**src/rtl/bsg_mem_nr1w_one_hot_mask_write_bit_sync.sv**
```systemverilog
// bsg_mem_nr1w_one_hot_mask_write_bit_sync: one-hot addressed masked-write register file with per-entry valid bits and registered reads
module bsg_mem_nr1w_one_hot_mask_write_bit_sync #(
  parameter int width_p = 8,
  parameter int els_p = 4,
  parameter int read_ports_p = 1,
  parameter bit write_bypass_p = 1'b0,
  parameter bit hold_read_p = 1'b1,
  localparam int safe_els_lp = els_p > 0 ? els_p : 1
) (
  input  logic                                clk_i,
  input  logic                                reset_i,
  input  logic [safe_els_lp-1:0]              w_v_i,
  input  logic [width_p-1:0]                  w_data_i,
  input  logic [width_p-1:0]                  w_mask_i,
  input  logic [safe_els_lp-1:0]              clear_v_i,
  input  logic [read_ports_p*safe_els_lp-1:0] r_v_i,
  output logic [read_ports_p*width_p-1:0]     r_data_o,
  output logic [read_ports_p-1:0]             r_entry_v_o,
  output logic [read_ports_p-1:0]             r_v_o
);
  logic [safe_els_lp-1:0][width_p-1:0] data_q, data_d, src_data;
  logic [safe_els_lp-1:0] valid_q, valid_d, src_valid;
  logic [read_ports_p-1:0][width_p-1:0] rd_data, r_data_q, r_data_d;
  logic [read_ports_p-1:0] rd_valid, r_entry_v_q, r_entry_v_d, r_v_q, r_v_d;
  always_comb begin
    for (int i = 0; i < safe_els_lp; i++) begin
      data_d[i] = els_p == 0 ? '0 : w_v_i[i] ? (data_q[i] & ~w_mask_i) | (w_data_i & w_mask_i) : data_q[i];
      valid_d[i] = els_p != 0 && (w_v_i[i] || (valid_q[i] && !clear_v_i[i]));
    end
  end
  assign src_data = write_bypass_p ? data_d : data_q;
  assign src_valid = write_bypass_p ? valid_d : valid_q;
  always_comb begin
    for (int p = 0; p < read_ports_p; p++) begin
      rd_data[p] = '0;
      rd_valid[p] = 1'b0;
      for (int i = 0; i < safe_els_lp; i++) begin
        rd_data[p] = rd_data[p] | ({width_p{r_v_i[p*safe_els_lp+i]}} & src_data[i]);
        rd_valid[p] = rd_valid[p] | (r_v_i[p*safe_els_lp+i] & src_valid[i]);
      end
      r_v_d[p] = |r_v_i[p*safe_els_lp +: safe_els_lp];
      r_data_d[p] = r_v_d[p] ? rd_data[p] : hold_read_p ? r_data_q[p] : '0;
      r_entry_v_d[p] = r_v_d[p] ? rd_valid[p] : hold_read_p && r_entry_v_q[p];
    end
  end
  always_ff @(posedge clk_i) begin
    data_q <= reset_i ? '0 : data_d;
    valid_q <= reset_i ? '0 : valid_d;
    r_data_q <= reset_i ? '0 : r_data_d;
    r_entry_v_q <= reset_i ? '0 : r_entry_v_d;
    r_v_q <= reset_i ? '0 : r_v_d;
  end
  assign r_data_o = r_data_q;
  assign r_entry_v_o = r_entry_v_q;
  assign r_v_o = r_v_q;
  always_ff @(posedge clk_i) begin
    if (reset_i === 1'b0) begin
      assert ($onehot0(w_v_i)) else $error("w_v_i not one/zero-hot: %b", w_v_i);
      assert ($onehot0(clear_v_i)) else $error("clear_v_i not one/zero-hot: %b", clear_v_i);
      for (int p = 0; p < read_ports_p; p++)
        assert ($onehot0(r_v_i[p*safe_els_lp +: safe_els_lp])) else $error("r_v_i port %0d not one/zero-hot", p);
    end
  end
  if (width_p * els_p >= 64) begin : g_big
    $info("bsg_mem_nr1w_one_hot_mask_write_bit_sync: %0d x %0d bits", els_p, width_p);
  end
endmodule

```
**config.mk**
```make
export PLATFORM = sky130hd
export DESIGN_NAME = bsg_mem_nr1w_one_hot_mask_write_bit_sync
export DESIGN_NICKNAME = d
export VERILOG_FILES = /design/src/rtl/bsg_mem_nr1w_one_hot_mask_write_bit_sync.sv
export SDC_FILE = /design/constraint.sdc
export NUM_CORES = 1
export LEC_CHECK = 0
export CAP_MARGIN = 20
export CORE_MARGIN = 2
export CORE_UTILIZATION = 50
export DETAILED_ROUTE_END_ITERATION = 8
export PLACE_DENSITY = 0.81
export SLEW_MARGIN = 15
export SYNTH_ARGS = -nofsm -noshare
export SYNTH_HDL_FRONTEND = slang
export SYNTH_SLANG_ARGS = --single-unit
```
**constraint.sdc**
```tcl
create_clock -name clk_i -period 3.91 [get_ports clk_i]
set_clock_uncertainty 0.2 [all_clocks]
set_input_delay 0.782 -clock clk_i [delete_from_list [all_inputs] [get_ports clk_i]]
set_output_delay 0.782 -clock clk_i [all_outputs]
set_load 0.01 [all_outputs]
```
== Word-level counts from Yosys, hierarchy flattened ==
Cells that the tools add are included.

* Register bits: 46
* Input port bits: 30
* Output and inout port bits: 10
* Word-level logic and storage cells: 45

* Bitwise operators: 24
* Reduce and logical (&&, ||, !) cells: 13

{| class="wikitable"
|+ Operators with widths
! kind !! count
|-
| AND 8 bit || 9
|-
| OR 8 bit || 7
|-
| NOT 8 bit || 1
|-
| AND 1 bit || 4
|-
| logical AND 1 bit || 4
|-
| zero test 1 bit || 4
|-
| logical OR 1 bit || 4
|-
| OR reduction 4 bit || 1
|-
| OR 1 bit || 3
|}

== Logic depth before layout (Yosys ltp) ==
* Depth after elaboration: 4
* Depth in mapped cells: 5
* Gate-level depth less buffers: 3

== Worst setup path after synthesis ==
No wires, ideal clock.

* Path type: in2reg
* Start point: input r_v_i[2]
* End point: register r_data_q, in the netlist r_data_o[6]
* Setup time: 0.088 ns
* Arrival: 1.899 ns
* Data required time: 3.622 ns
* Setup slack: 1.723 ns
* Stages on the path: 5
* Buffers on the path: 3
* Path through: buf_4 -> or4_4 -> buf_6 -> buf_8 -> a311oi_2

* Longest elaborated chain between the ends: 3
* Elaborated cells on any way between the ends: 4
* Classes of those cells: bitwise (3); reduce/logical (1)

{| class="wikitable"
|+ RTL lines
! what !! RTL line !! text
|-
| from (decl) || 16 || <nowiki>input logic [read_ports_p*safe_els_lp-1:0] r_v_i,</nowiki>
|-
| AND 8 bit || 38 || <nowiki>rd_data[p] = rd_data[p] | ({width_p{r_v_i[p*safe_els_lp+i]}} & src_data[i]);</nowiki>
|-
| OR 8 bit (2 in a row) || 38 ||
|-
| to (signal assigned) || 49 || <nowiki>r_data_q <= reset_i ? '0 : r_data_d;</nowiki>
|-
| to (decl) || 23 || <nowiki>logic [read_ports_p-1:0][width_p-1:0] rd_data, r_data_q, r_data_d;</nowiki>
|}

Parallel ways exist; a longest one is shown, timed or not.
A chain may end at the register's enable or synchronous reset.

== Final worst setup path ==
* Start point: input r_v_i[0]
* End point: register r_data_q, in the netlist r_data_o[6]

* Longest elaborated chain between the ends: 4
* Elaborated cells on any way between the ends: 5
* Classes of those cells: bitwise (4); reduce/logical (1)

{| class="wikitable"
|+ RTL lines
! what !! RTL line
|-
| AND 8 bit || 38
|-
| OR 8 bit (3 in a row) || 38
|}

Parallel ways exist; a longest one is shown, timed or not.

==> impl.org <==
** Run status
- Status :: completed

** Logic synthesis
- For this run, the number of Yosys warnings is 0.
- Counting distinct cell types in the post-synthesis netlist gives 18.
- Proportion of register bits with asynchronous set or reset after synthesis :: 0%
- Dominant register cell in the synthesized netlist :: dfxtp_1
- By count the netlist is led by nand2_1, dfxtp_1, a21oi_1.
- For this run, the register share of the synthesized area comes to 47.5%.
- After synthesis, the cell types taking the most area are dfxtp_1, nand2_1, a21oi_1, nand3_1, a22oi_1.
- Leading cell type by number of instances after synthesis :: nand2_1
- Counting every instance in the synthesized netlist gives 251.
- Syn_nets :: about 280
- EDFF count, synth :: 0
- Synth top area share :: around 48%
- Post-Syn Area per Cell :: just under 8 um^2
- Post-synthesis register bit count :: 46
- The synthesized design spends more area on one cell type than any other, namely dfxtp_1.
- The mapped netlist covers between 1500 and 2000 um^2.

** Power
- Of the total power, combinational logic draws about 14%.
- Net switching share of the total power :: between 20% and 30%
- Clock Power Share :: a little under a third
- Max rail drop VDD :: approximately 0.00023 V
- Overall power consumption after layout is estimated at just over 900 uW.
- For this design the static power due to leakage is 0.856 nW.
- Registers are responsible for a little over half of the overall power.
- Switching power of the nets :: ~230 uW
- In this run the power density over the cells is 395 nW/um^2.
- Cell-internal power :: approximately 700 uW

** Detailed routing
- Number of nets with antenna violations after detailed routing :: 0
- After the first detailed-routing iteration, the DRC count stood at 135.
- WL final :: 4.31 mm
- Dividing the detail-routed wire length by the instance count gives 13.5 um.
- Residual DRC count :: 0
- Total via count after detailed routing :: 1789
- Number of detailed-route iterations in the first pass :: 4
- Dividing the detail-routed via count by the number of cells gives approximately 5.6.

** Clock network
- TritonCTS built the clock tree.
- Clock edge transition at the registers on the reported setup and hold paths :: approximately 80 ps
- Clock tree buffer depth :: 2
- In this run the post-CTS setup repair buffer count came out at 0.
- Counting every sink on the clock net gives 46.
- Number of gates resized after CTS :: 0
- The clock tree synthesis step divided the H-tree into 2 levels.
- The number of hold buffers added after CTS was 0.
- Clock tree synthesis selected as its root buffer the cell clkbuf_8.
- TritonCTS Buffers :: 5
- Clock latency on the worst-skew pair, taken at its later pin, is approximately 300 ps.

** Place
- Routability Congestion :: about 0.78
- Placed cells :: about 310
- Total of buffers placed on input and output ports :: 39
- Detailed Place HPWL :: ~2.8 mm

** STA
- At the pin with the least slew margin, the transition time is 734 ps.
- Total Negative Setup Slacks :: 0 ps
- Endpoints failing hold :: 0
- Setup repair after global routing missed its margin :: false
- The worst path in the final design needs a cycle of ~2400 ps, including I/O delays and setup.
- Count of final setup violators :: 0
- The worst pin sits at a relative slew slack of roughly half.
- The worst path uses approximately 60% of the clock period.
- Highest attainable clock frequency :: roughly 420 MHz
- Pins over their slew limit :: 0

** Floorplan
- Total number of placement rows :: 22
- Starting Density :: between 50% and 60%
- 40 I/O pins were placed.
- Core Box Area :: around 3700 um^2
- Die Y :: about 66 um
- Die Outline Area :: 4390 um^2
- Die Span X :: around 66 um

** Global route
- GRT Overall Usage :: about a fifth
- Number of global-route vias before repair :: about 1600
- Initial antenna violation count :: 0
- Entering global routing, the biggest net connects 47 pins.
- The first global-routing pass estimated about 7.1 mm of wire.
- For this run the aggregate overflow at the end of global routing stands at 0.

** Setup path
- The worst setup path is launched from an input pin.
- For the worst setup path, the data required time is between 3000 and 4000 ps.
- Together, buffers and inverters on the worst path number 1.
- Slowest cell delay on critical path :: 750 ps
- The setup path with the least slack is of type input pin to flop.
- STA puts the critical path data arrival time at 2410 ps.
- Worst-path fanout max :: 19
- Worst-path cell with the longest stage delay :: or4_4
- Critical-path cell list :: clkdlybuf4s50_1, or4_4, a311oi_2
- Kind of capture point of the worst setup path :: flop
- In this run the critical register-to-register path is captured at r_data_o[6].
- The cell family contributing the most delay on the critical path is simple AND/OR/NAND/NOR gates.
- Cell count of the worst reg-to-reg path :: 2
- Setup slack on the worst reg-to-reg path comes out at ~2900 ps.

** Layout
- The number of antenna diodes in the final layout is 0.
- Nets@finish :: 301
- Final non-filler cell total :: between 300 and 400
- After filler insertion, the fill cell instance count of the layout stands at about 360.
- Area growth syn-to-layout :: 21.4%
- Share of cells above drive strength 1 :: under 10%

** Hold path
- Hold depth :: 2
- Path category of the worst min-delay check :: flop to flop

** Run
- Across the run, the number of max-cap violations was 0.
worst min-delay path, cell delays in order, from the launching register on:
cell and delay [ps]:
dfxtp_1 310, nand2_1 50, a21oi_1 50
worst max-delay path by stage:
| stage | from | endpoint | slack (ps) | depth (start not counted) |
|---|---|---|---|---|
| finish | r_v_i[0] | r_data_o[6] | 1510 | 3 |
| global placement | r_v_i[0] | r_data_o[6] | 1230 | 4 |
| global route | r_v_i[0] | r_entry_v_o | 1420 | 3 |
| CTS | r_v_i[0] | r_entry_v_o | 1520 | 3 |
| detailed placement | r_v_i[0] | r_data_o[6] | 1210 | 3 |
| floorplan | r_v_i[2] | r_data_o[6] | 1720 | 5 |
cell type report:
cell class | instances | area, um^2 | area share (%)
flip-flops and latches | 46 | 921 | 39.1
clock inverters | 1 | 5.00 | 0.213
multi-input cells | 174 | 867 | 36.9
clock buffers | 7 | 86.3 | 3.67
repair buffers | 40 | 398 | 16.9
well taps | 48 | 60.1 | 2.55
inverters | 4 | 15.0 | 0.638
placed cells by master (no fill, tap or decap):
cell / netlist / routed
a21oi_1: 36 / 36
inv_1: 4 / 4
a311oi_2: 1 / 1
nand2_1: 64 / 64
clkbuf_8: 0 / 6
a311oi_1: 8 / 8
dfxtp_1: 46 / 46
nor2b_1: 1 / 1
clkinv_2: 0 / 1
nand3_1: 32 / 32
clkdlybuf4s50_1: 0 / 39
buf_4: 1 / 1
nor2_1: 13 / 13
clkbuf_1: 17 / 1
or4_4: 1 / 1
a22oi_1: 18 / 18
routing by layer:
layer	up-vias	global-route usage (%)	wire length [um]
met1	827	27.8	2070
met4	0	8.16	59
met5	-	0	0
li1	901	-	-
met2	53	33.4	1920
met3	8	5.28	264
logic make-up (layout without fill, tap and decap cells):
logic type	Yosys count	after routing	synth area share (%)
AO/OA/AOI/OAI	63	63	20.7
flip-flops	46	46	47.5
AND/OR/NAND/NOR	111	111	24.1
buffers and inverters	31	52	7.75
metrics by stage:
stage	hold WS, ps	instance area [um^2]	setup slack (ps)	util, %
finish	259	2350	1510	63.8
CTS	259	2350	1520	63.8
global placement	242	2260	1230	61.3
floorplan	236	1940	1720	-
global route	278	2350	1420	63.8
detailed placement	248	2260	1210	61.3
power groups by stage:
stage	Clock [mW]	Combinational [mW]	Sequential, mW
CTS	0.301	0.129	0.506
detailed placement	0	0.128	0.517
global placement	0	0.125	0.517
global route	0.323	0.143	0.510
finish	0.295	0.128	0.507
floorplan	0	0.0720	0.517
No activity file was read; power rests on OpenSTA's default activity.
